===== src/rtl/sc_pointtype_sequencer.sv =====
// Game-flow controller for one SC_RegPOINTTYPE lane register.
// It starts a game, paces the lane with periodic rotate commands, and handles
// frog collisions (lives), nest arrivals (nests and level) and level-transition
// loads. It also reports lives, level and game-over status to the display
// logic. Every output comes straight from a flop, so the lane register and
// the display see glitch-free control pins.

module sc_pointtype_sequencer #(
  parameter int         SHIFT_PERIOD    = 25000000, // cycles between rotate pulses (>= 2)
  parameter int         CNT_WIDTH       = 25,       // must hold SHIFT_PERIOD-1
  parameter logic [1:0] SHIFT_DIR       = 2'b01,    // 2'b01 rotate left, 2'b10 rotate right
  parameter int         LIVES_INIT      = 3,        // 1..7
  parameter int         NESTS_PER_LEVEL = 4,        // 1..15
  parameter int         HIT_HOLD        = 8         // cycles frozen after a collision (>= 1)
) (
  input  logic       SC_RegPOINTTYPE_CLOCK_50,
  input  logic       SC_RegPOINTTYPE_RESET_InHigh,
  input  logic       start_InLow,
  input  logic       collision_InLow,
  input  logic       nest_InLow,
  output logic       clear_OutLow,
  output logic       load0_OutLow,
  output logic       load1_OutLow,
  output logic [1:0] shiftselection_Out,
  output logic       transition_Out,
  output logic [7:0] transitionDATA_OutBUS,
  output logic [2:0] lives_OutBUS,
  output logic [2:0] level_OutBUS,
  output logic       gameover_Out
);

  // The hold counter only needs to reach HIT_HOLD-1.
  localparam int HOLD_WIDTH = (HIT_HOLD > 1) ? $clog2(HIT_HOLD) : 1;

  localparam logic [CNT_WIDTH-1:0]  PERIOD_LAST = CNT_WIDTH'(SHIFT_PERIOD - 1);
  localparam logic [HOLD_WIDTH-1:0] HOLD_LAST   = HOLD_WIDTH'(HIT_HOLD - 1);
  localparam logic [2:0]            LIVES_START = 3'(LIVES_INIT);
  localparam logic [3:0]            NESTS_GOAL  = 4'(NESTS_PER_LEVEL);
  localparam logic [2:0]            LEVEL_MAX   = 3'd7;

  typedef enum logic [2:0] {
    IDLE,      // waiting for start, lane held cleared
    INIT,      // one cycle: release clear and load pattern 0
    RUN,       // normal play, periodic rotates
    HIT,       // frozen after a collision
    LEVELUP,   // one cycle: transition load of the new level pattern
    GAMEOVER   // out of lives, lane held cleared
  } stateType;

  stateType                state, stateNext;
  logic [CNT_WIDTH-1:0]    periodCount, periodCountNext;
  logic [HOLD_WIDTH-1:0]   holdCount, holdCountNext;
  logic [2:0]              lives, livesNext;
  logic [2:0]              level, levelNext;
  logic [3:0]              nests, nestsNext;

  // Registered copies of every output pin.
  logic       clearLow, clearLowNext;
  logic       load0Low, load0LowNext;
  logic       load1Low, load1LowNext;
  logic [1:0] shiftSel, shiftSelNext;
  logic       transition, transitionNext;
  logic [7:0] transitionData, transitionDataNext;
  logic       gameover, gameoverNext;

  logic       periodTick;

  // Next-state and next-output decision: outputs are computed for the state
  // being entered so that, once registered, they line up with that state.
  always_comb begin
    // NOTE: every variable gets a default before the case statement; a path
    // that leaves one unassigned would infer a latch instead of logic.
    stateNext          = state;
    periodCountNext    = periodCount;
    holdCountNext      = holdCount;
    livesNext          = lives;
    levelNext          = level;
    nestsNext          = nests;
    clearLowNext       = 1'b1;
    load0LowNext       = 1'b1;
    load1LowNext       = 1'b1;
    shiftSelNext       = 2'b00;
    transitionNext     = 1'b0;
    transitionDataNext = 8'h00;
    gameoverNext       = 1'b0;
    periodTick         = (periodCount == PERIOD_LAST);

    case (state)
      IDLE, GAMEOVER: begin
        if (!start_InLow) begin
          // Fresh game: lane is released and pattern 0 loaded next cycle.
          stateNext    = INIT;
          livesNext    = LIVES_START;
          levelNext    = 3'd0;
          nestsNext    = 4'd0;
          load0LowNext = 1'b0;
        end else begin
          clearLowNext = 1'b0;
          gameoverNext = (state == GAMEOVER);
        end
      end

      INIT: begin
        stateNext       = RUN;
        periodCountNext = '0;
      end

      RUN: begin
        // The period counter keeps its rhythm even when an event swallows
        // the rotate pulse, so the next tick is still one period away.
        periodCountNext = periodTick ? '0 : periodCount + CNT_WIDTH'(1);

        if (!collision_InLow) begin
          // Collision beats both a nest arrival and a rotate tick.
          stateNext     = HIT;
          holdCountNext = '0;
          if (lives != 3'd0) begin
            livesNext = lives - 3'd1;
          end
        end else if (!nest_InLow) begin
          if (nests + 4'd1 == NESTS_GOAL) begin
            stateNext      = LEVELUP;
            nestsNext      = 4'd0;
            levelNext      = (level == LEVEL_MAX) ? LEVEL_MAX : level + 3'd1;
            transitionNext = 1'b1;
            // A left shift of 8'h01 by 0..7 equals the left rotate.
            transitionDataNext = 8'h01 << levelNext;
          end else begin
            nestsNext    = nests + 4'd1;
            load1LowNext = 1'b0;
          end
        end else if (periodTick) begin
          shiftSelNext = SHIFT_DIR;
        end
      end

      HIT: begin
        if (holdCount == HOLD_LAST) begin
          periodCountNext = '0;
          if (lives != 3'd0) begin
            stateNext = RUN;
          end else begin
            stateNext    = GAMEOVER;
            clearLowNext = 1'b0;
            gameoverNext = 1'b1;
          end
        end else begin
          holdCountNext = holdCount + HOLD_WIDTH'(1);
        end
      end

      LEVELUP: begin
        stateNext       = RUN;
        periodCountNext = '0;
      end

      default: begin
        stateNext = IDLE;
      end
    endcase
  end

  // State, counters and output pins, all returned to idle values on reset.
  always_ff @(posedge SC_RegPOINTTYPE_CLOCK_50 or posedge SC_RegPOINTTYPE_RESET_InHigh) begin
    if (SC_RegPOINTTYPE_RESET_InHigh) begin
      state          <= IDLE;
      periodCount    <= '0;
      holdCount      <= '0;
      lives          <= 3'd0;
      level          <= 3'd0;
      nests          <= 4'd0;
      clearLow       <= 1'b0;
      load0Low       <= 1'b1;
      load1Low       <= 1'b1;
      shiftSel       <= 2'b00;
      transition     <= 1'b0;
      transitionData <= 8'h00;
      gameover       <= 1'b0;
    end else begin
      // NOTE: non-blocking assignments here so every flop samples the values
      // from before this edge, independent of statement order.
      state          <= stateNext;
      periodCount    <= periodCountNext;
      holdCount      <= holdCountNext;
      lives          <= livesNext;
      level          <= levelNext;
      nests          <= nestsNext;
      clearLow       <= clearLowNext;
      load0Low       <= load0LowNext;
      load1Low       <= load1LowNext;
      shiftSel       <= shiftSelNext;
      transition     <= transitionNext;
      transitionData <= transitionDataNext;
      gameover       <= gameoverNext;
    end
  end

  assign clear_OutLow          = clearLow;
  assign load0_OutLow          = load0Low;
  assign load1_OutLow          = load1Low;
  assign shiftselection_Out    = shiftSel;
  assign transition_Out        = transition;
  assign transitionDATA_OutBUS = transitionData;
  assign lives_OutBUS          = lives;
  assign level_OutBUS          = level;
  assign gameover_Out          = gameover;

endmodule


===== config.mk =====
export PLATFORM = sky130hd
export DESIGN_NAME = sc_pointtype_sequencer
export DESIGN_NICKNAME = d
export VERILOG_FILES = /design/src/rtl/sc_pointtype_sequencer.sv
export SDC_FILE = /design/constraint.sdc
export NUM_CORES = 1
export LEC_CHECK = 0
export ABC_CLOCK_PERIOD_IN_PS = 2000
export BUFFER_PORTS_ARGS = -buffer_cell sky130_fd_sc_hd__buf_2
export CAP_MARGIN = 0
export CORE_MARGIN = 3
export CORE_UTILIZATION = 59
export CTS_CLUSTER_DIAMETER = 120
export DETAILED_ROUTE_END_ITERATION = 10
export PLACE_DENSITY_LB_ADDON = 0.15
export SYNTH_ARGS = -nofsm -noshare
export SYNTH_HDL_FRONTEND = slang
export SYNTH_SLANG_ARGS = --single-unit

===== constraint.sdc =====
create_clock -name SC_RegPOINTTYPE_CLOCK_50 -period 2 [get_ports SC_RegPOINTTYPE_CLOCK_50]
set_clock_uncertainty 0.1 [all_clocks]
set_input_delay 0 -clock SC_RegPOINTTYPE_CLOCK_50 [delete_from_list [all_inputs] [get_ports SC_RegPOINTTYPE_CLOCK_50]]
set_output_delay 0 -clock SC_RegPOINTTYPE_CLOCK_50 [all_outputs]
set_load 0.005 [all_outputs]

==> impl_metrics.env <==
export IMPL_internal_power_mw=2.09
export IMPL_maxSlewViolCount=0
export IMPL_synth_top_area_share_pct=45.7
export IMPL_required_ns=2.13
export IMPL_antennaDiodeCount=0
export IMPL_power_density_nw_per_um2=998
export IMPL_layout_nets=366
export IMPL_totalWireLength_mm=6.43
export IMPL_clkTransAtPathRegs_ns=0.10
export IMPL_synthArstFlopShare_pct=100
export IMPL_comb_power_share_pct=39.9
export IMPL_cts_sinks=55
export IMPL_ant_nets=0
export IMPL_p_switching_mw=1.31
export IMPL_worstReg2RegEnd="shiftselection_Out[0]"
export IMPL_crit_arrival_ns=2.03
export IMPL_cts_root_buf="clkbuf_8"
export IMPL_worstReg2RegStart="state[2]"
export IMPL_clk_path_buf_depth=2
export IMPL_critical_path_startpoint="state[2]"
export IMPL_wl_per_cell_um=15.3
export IMPL_grt_max_degree=24
export IMPL_switching_share_pct=38.5
export IMPL_synth_warnings=0
export IMPL_crit_path_max_fanout=13
export IMPL_rows=24
export IMPL_r2r_cells=6
export IMPL_finalSetupViolCount=0
export IMPL_power_mw=3.39
export IMPL_pin_count=26
export IMPL_min_period_ns=1.90
export IMPL_htreeDepth=2
export IMPL_dieArea_um2=5790
export IMPL_utilization_pct=75.0
export IMPL_fin_crit_sh_pct=94.9
export IMPL_drv_cap=0
export IMPL_synth_edf_count=0
export IMPL_die_w_um=76.1
export IMPL_hold_path_class="input port to async pin"
export IMPL_numCtsBuffers=5
export IMPL_grt_pass1_wl_mm=11.0
export IMPL_dp_hpwl_mm=4.52
export IMPL_finalHoldViolCount=0
export IMPL_synth_ff_type="dfrtp_1"
export IMPL_place_gp_congestion=0.842
export IMPL_chipHeight_um=76.1
export IMPL_power_frac_seq_pct=41.9
export IMPL_max_freq_mhz=527
export IMPL_drive_gt1_share_pct=23.4
export IMPL_grt_overflow_total=0
export IMPL_drtPass1Iterations=4
export IMPL_synth_top_cells_by_area="dfrtp_1 46%, a31oi_1 5.0%, nand2_1 4.8%, a21oi_1 3.3%, nand3_1 3.3%"
export IMPL_hold_worst_slack_ns=0.0736
export IMPL_p_clk_share_pct=18.2
export IMPL_vias=2514
export IMPL_power_leakage_nw=1.54
export IMPL_seq_area_frac_synth_pct=47.5
export IMPL_ys_types=53
export IMPL_num_fill_cells=329
export IMPL_ys_ff_latch=55
export IMPL_syn_nets=316
export IMPL_syn_inst=304
export IMPL_initial_core_util_pct=64.0
export IMPL_pre_cts_slack_ns=-0.0111
export IMPL_vdd_drop_max_v=0.000767
export IMPL_synth_avg_cell_area_um2=9.54
export IMPL_cp_end_kind="flop"
export IMPL_syn_to_final_growth_pct=17.2
export IMPL_via_per_inst=5.99
export IMPL_synth_top_cell_by_area="dfrtp_1"
export IMPL_coreArea_um2=4530
export IMPL_antenna_found_initial=0
export IMPL_io_buffers=24
export IMPL_grt_usage_pct=22.6
export IMPL_placed_cells=403
export IMPL_final_cells=420
export IMPL_drt_iter0_markers=224
export IMPL_tritoncts="yes"
export IMPL_drc=0
export IMPL_worst_setup_path_type="flop to flop"
export IMPL_synthesis_area_um2=2900
export IMPL_status="completed"
export IMPL_worstSetupStartpointType="flop"
export IMPL_grt_pass1_vias=2365
export IMPL_r2r_slack_ns=0.10
export IMPL_fin_ws_ns=0.103
export IMPL_worstSkewPairLatency_ns=0.31
==> kinds of logic after synthesis <==
kind of cell               synth area share, %
AOI/OAI and AO/OA                         18.3
xor gates and xnor gates                 0.302
adders and majority gates                 3.02
buffers and inverters                     4.49
DFF                                       47.5
muxes                                     2.16
other                                    0.129
and+or+nand+nor                           24.1
==> flip-flops by register name, indices dropped and copies added, names as in the netlist <==
signal,cells
load0_OutLow,1
state,3
level_OutBUS,3
transition_Out,1
holdCount,3
clear_OutLow,1
transitionDATA_OutBUS,8
lives_OutBUS,3
shiftselection_Out,1
load1_OutLow,1
gameover_Out,1
periodCount,25
nests,4
==> placed cells by master, fill, tap and decap left out, types with 2 or more instances in the layout <==
master,synthesis,layout
or3_1,2,2
and3_1,5,4
nor3_1,7,6
mux2_2,2,2
nand2_1,37,37
a41oi_1,7,7
dfrtp_2,0,3
nand4_1,6,6
nor2_2,2,2
ha_1,7,7
nand4b_1,2,2
nor4_4,2,2
nor3b_1,3,2
buf_2,8,24
o22ai_1,3,3
and3_4,1,2
a32oi_1,2,2
dlygate4sd3_1,0,5
nor3_2,1,2
nor2_1,15,15
a31oi_1,23,23
mux2i_1,4,4
buf_4,1,26
o21ai_0,16,16
o211ai_1,2,2
o31ai_1,4,4
nand2b_1,6,5
dfstp_2,2,2
inv_1,11,10
clkbuf_8,0,5
inv_2,1,2
a21oi_1,19,19
dfrtp_1,53,50
nor2b_1,4,4
nand3_1,19,18
nor4_1,3,3
a21oi_2,2,2
==> layout make-up <==
type	count	area, µm²	area share [%]
inverters	12	45.0	1.32
well taps	65	81.3	2.39
clock buffers	6	72.6	2.13
clock inverters	2	16.3	0.478
flip-flops and latches	55	1380	40.7
repair buffers	56	377	11.1
multi-input cells	224	1430	41.9
==> metal layers <==
| layer | share of wire (%) | vias up | routed length [µm] | global-route usage [%] |
|---|---|---|---|---|
| met5 | 0 | - | 0 | 0 |
| met3 | 5.6 | 7 | 358 | 3.07 |
| li1 | - | 1229 | - | - |
| met2 | 48 | 82 | 3120 | 37.6 |
| met4 | 1.1 | 0 | 73 | 5.25 |
| met1 | 45 | 1196 | 2880 | 31.7 |
==> what timing repair did <==
item	4_1_cts	5_1_grt
pin swaps	0	4
resized for setup	1	10
hold buffers	5	0
endpoints found under the hold margin	58	0
setup endpoints to repair	17	19
buffers inserted	0	4
==> cells in the mapped netlist, types with 2 or more instances <==
master / instances
nor2_1: 15
and3_1: 5
o21ai_0: 16
nand4b_1: 2
o22ai_1: 3
nand3_1: 19
ha_1: 7
a32oi_1: 2
nor4_1: 3
buf_2: 8
nor4_4: 2
o211ai_1: 2
nand4_1: 6
a21oi_1: 19
dfstp_2: 2
nor3b_1: 3
nor3_1: 7
nor2b_1: 4
buf_6: 3
or3_1: 2
mux2_2: 2
mux2i_1: 4
nor4b_1: 2
a21oi_2: 2
dfrtp_1: 53
a41oi_1: 7
o31ai_1: 4
nor2_2: 2
a31oi_1: 23
nand2b_1: 6
inv_1: 11
nand2_1: 37
==> worst max-delay path by stage <==
stage	end	slack (ns)	depth (start not counted)
2_1_floorplan	periodCount[15]	0.20	7
3_3_place_gp	periodCount[22]	0.08	6
3_5_place_dp	periodCount[14]	-0.01	6
4_1_cts	shiftselection_Out[0]	0.03	6
5_1_grt	periodCount[24]	-0.001	6
6_report	shiftselection_Out[0]	0.10	6
==> power groups by stage <==
| stage | combinational [mW] | clock [mW] | sequential (mW) |
|---|---|---|---|
| floorplan | 0.906 | 0 | 1.41 |
| global placement | 1.23 | 0 | 1.43 |
| detailed placement | 1.26 | 0 | 1.44 |
| CTS | 1.27 | 0.631 | 1.42 |
| global route | 1.52 | 0.681 | 1.45 |
| finish | 1.35 | 0.617 | 1.42 |
==> per-stage QoR <==
stage                     cell area, µm²  TNS (ns)
after floorplan                     2900         0
after detailed placement            3190   -0.0111
final                               3400         0
after global routing                3400  -0.00104
after CTS                           3330         0
after global placement              3190         0
==> worst max-delay path, stage by stage, from the launching register on <==
cell and delay [ns]:
dfrtp_2 0.51, nand2b_4 0.18, nor2_2 0.10, buf_4 0.15
nand4_1 0.10, dlygate4sd3_1 0.59, nor3_2 0.10
(Power assumes the default switching activity.)
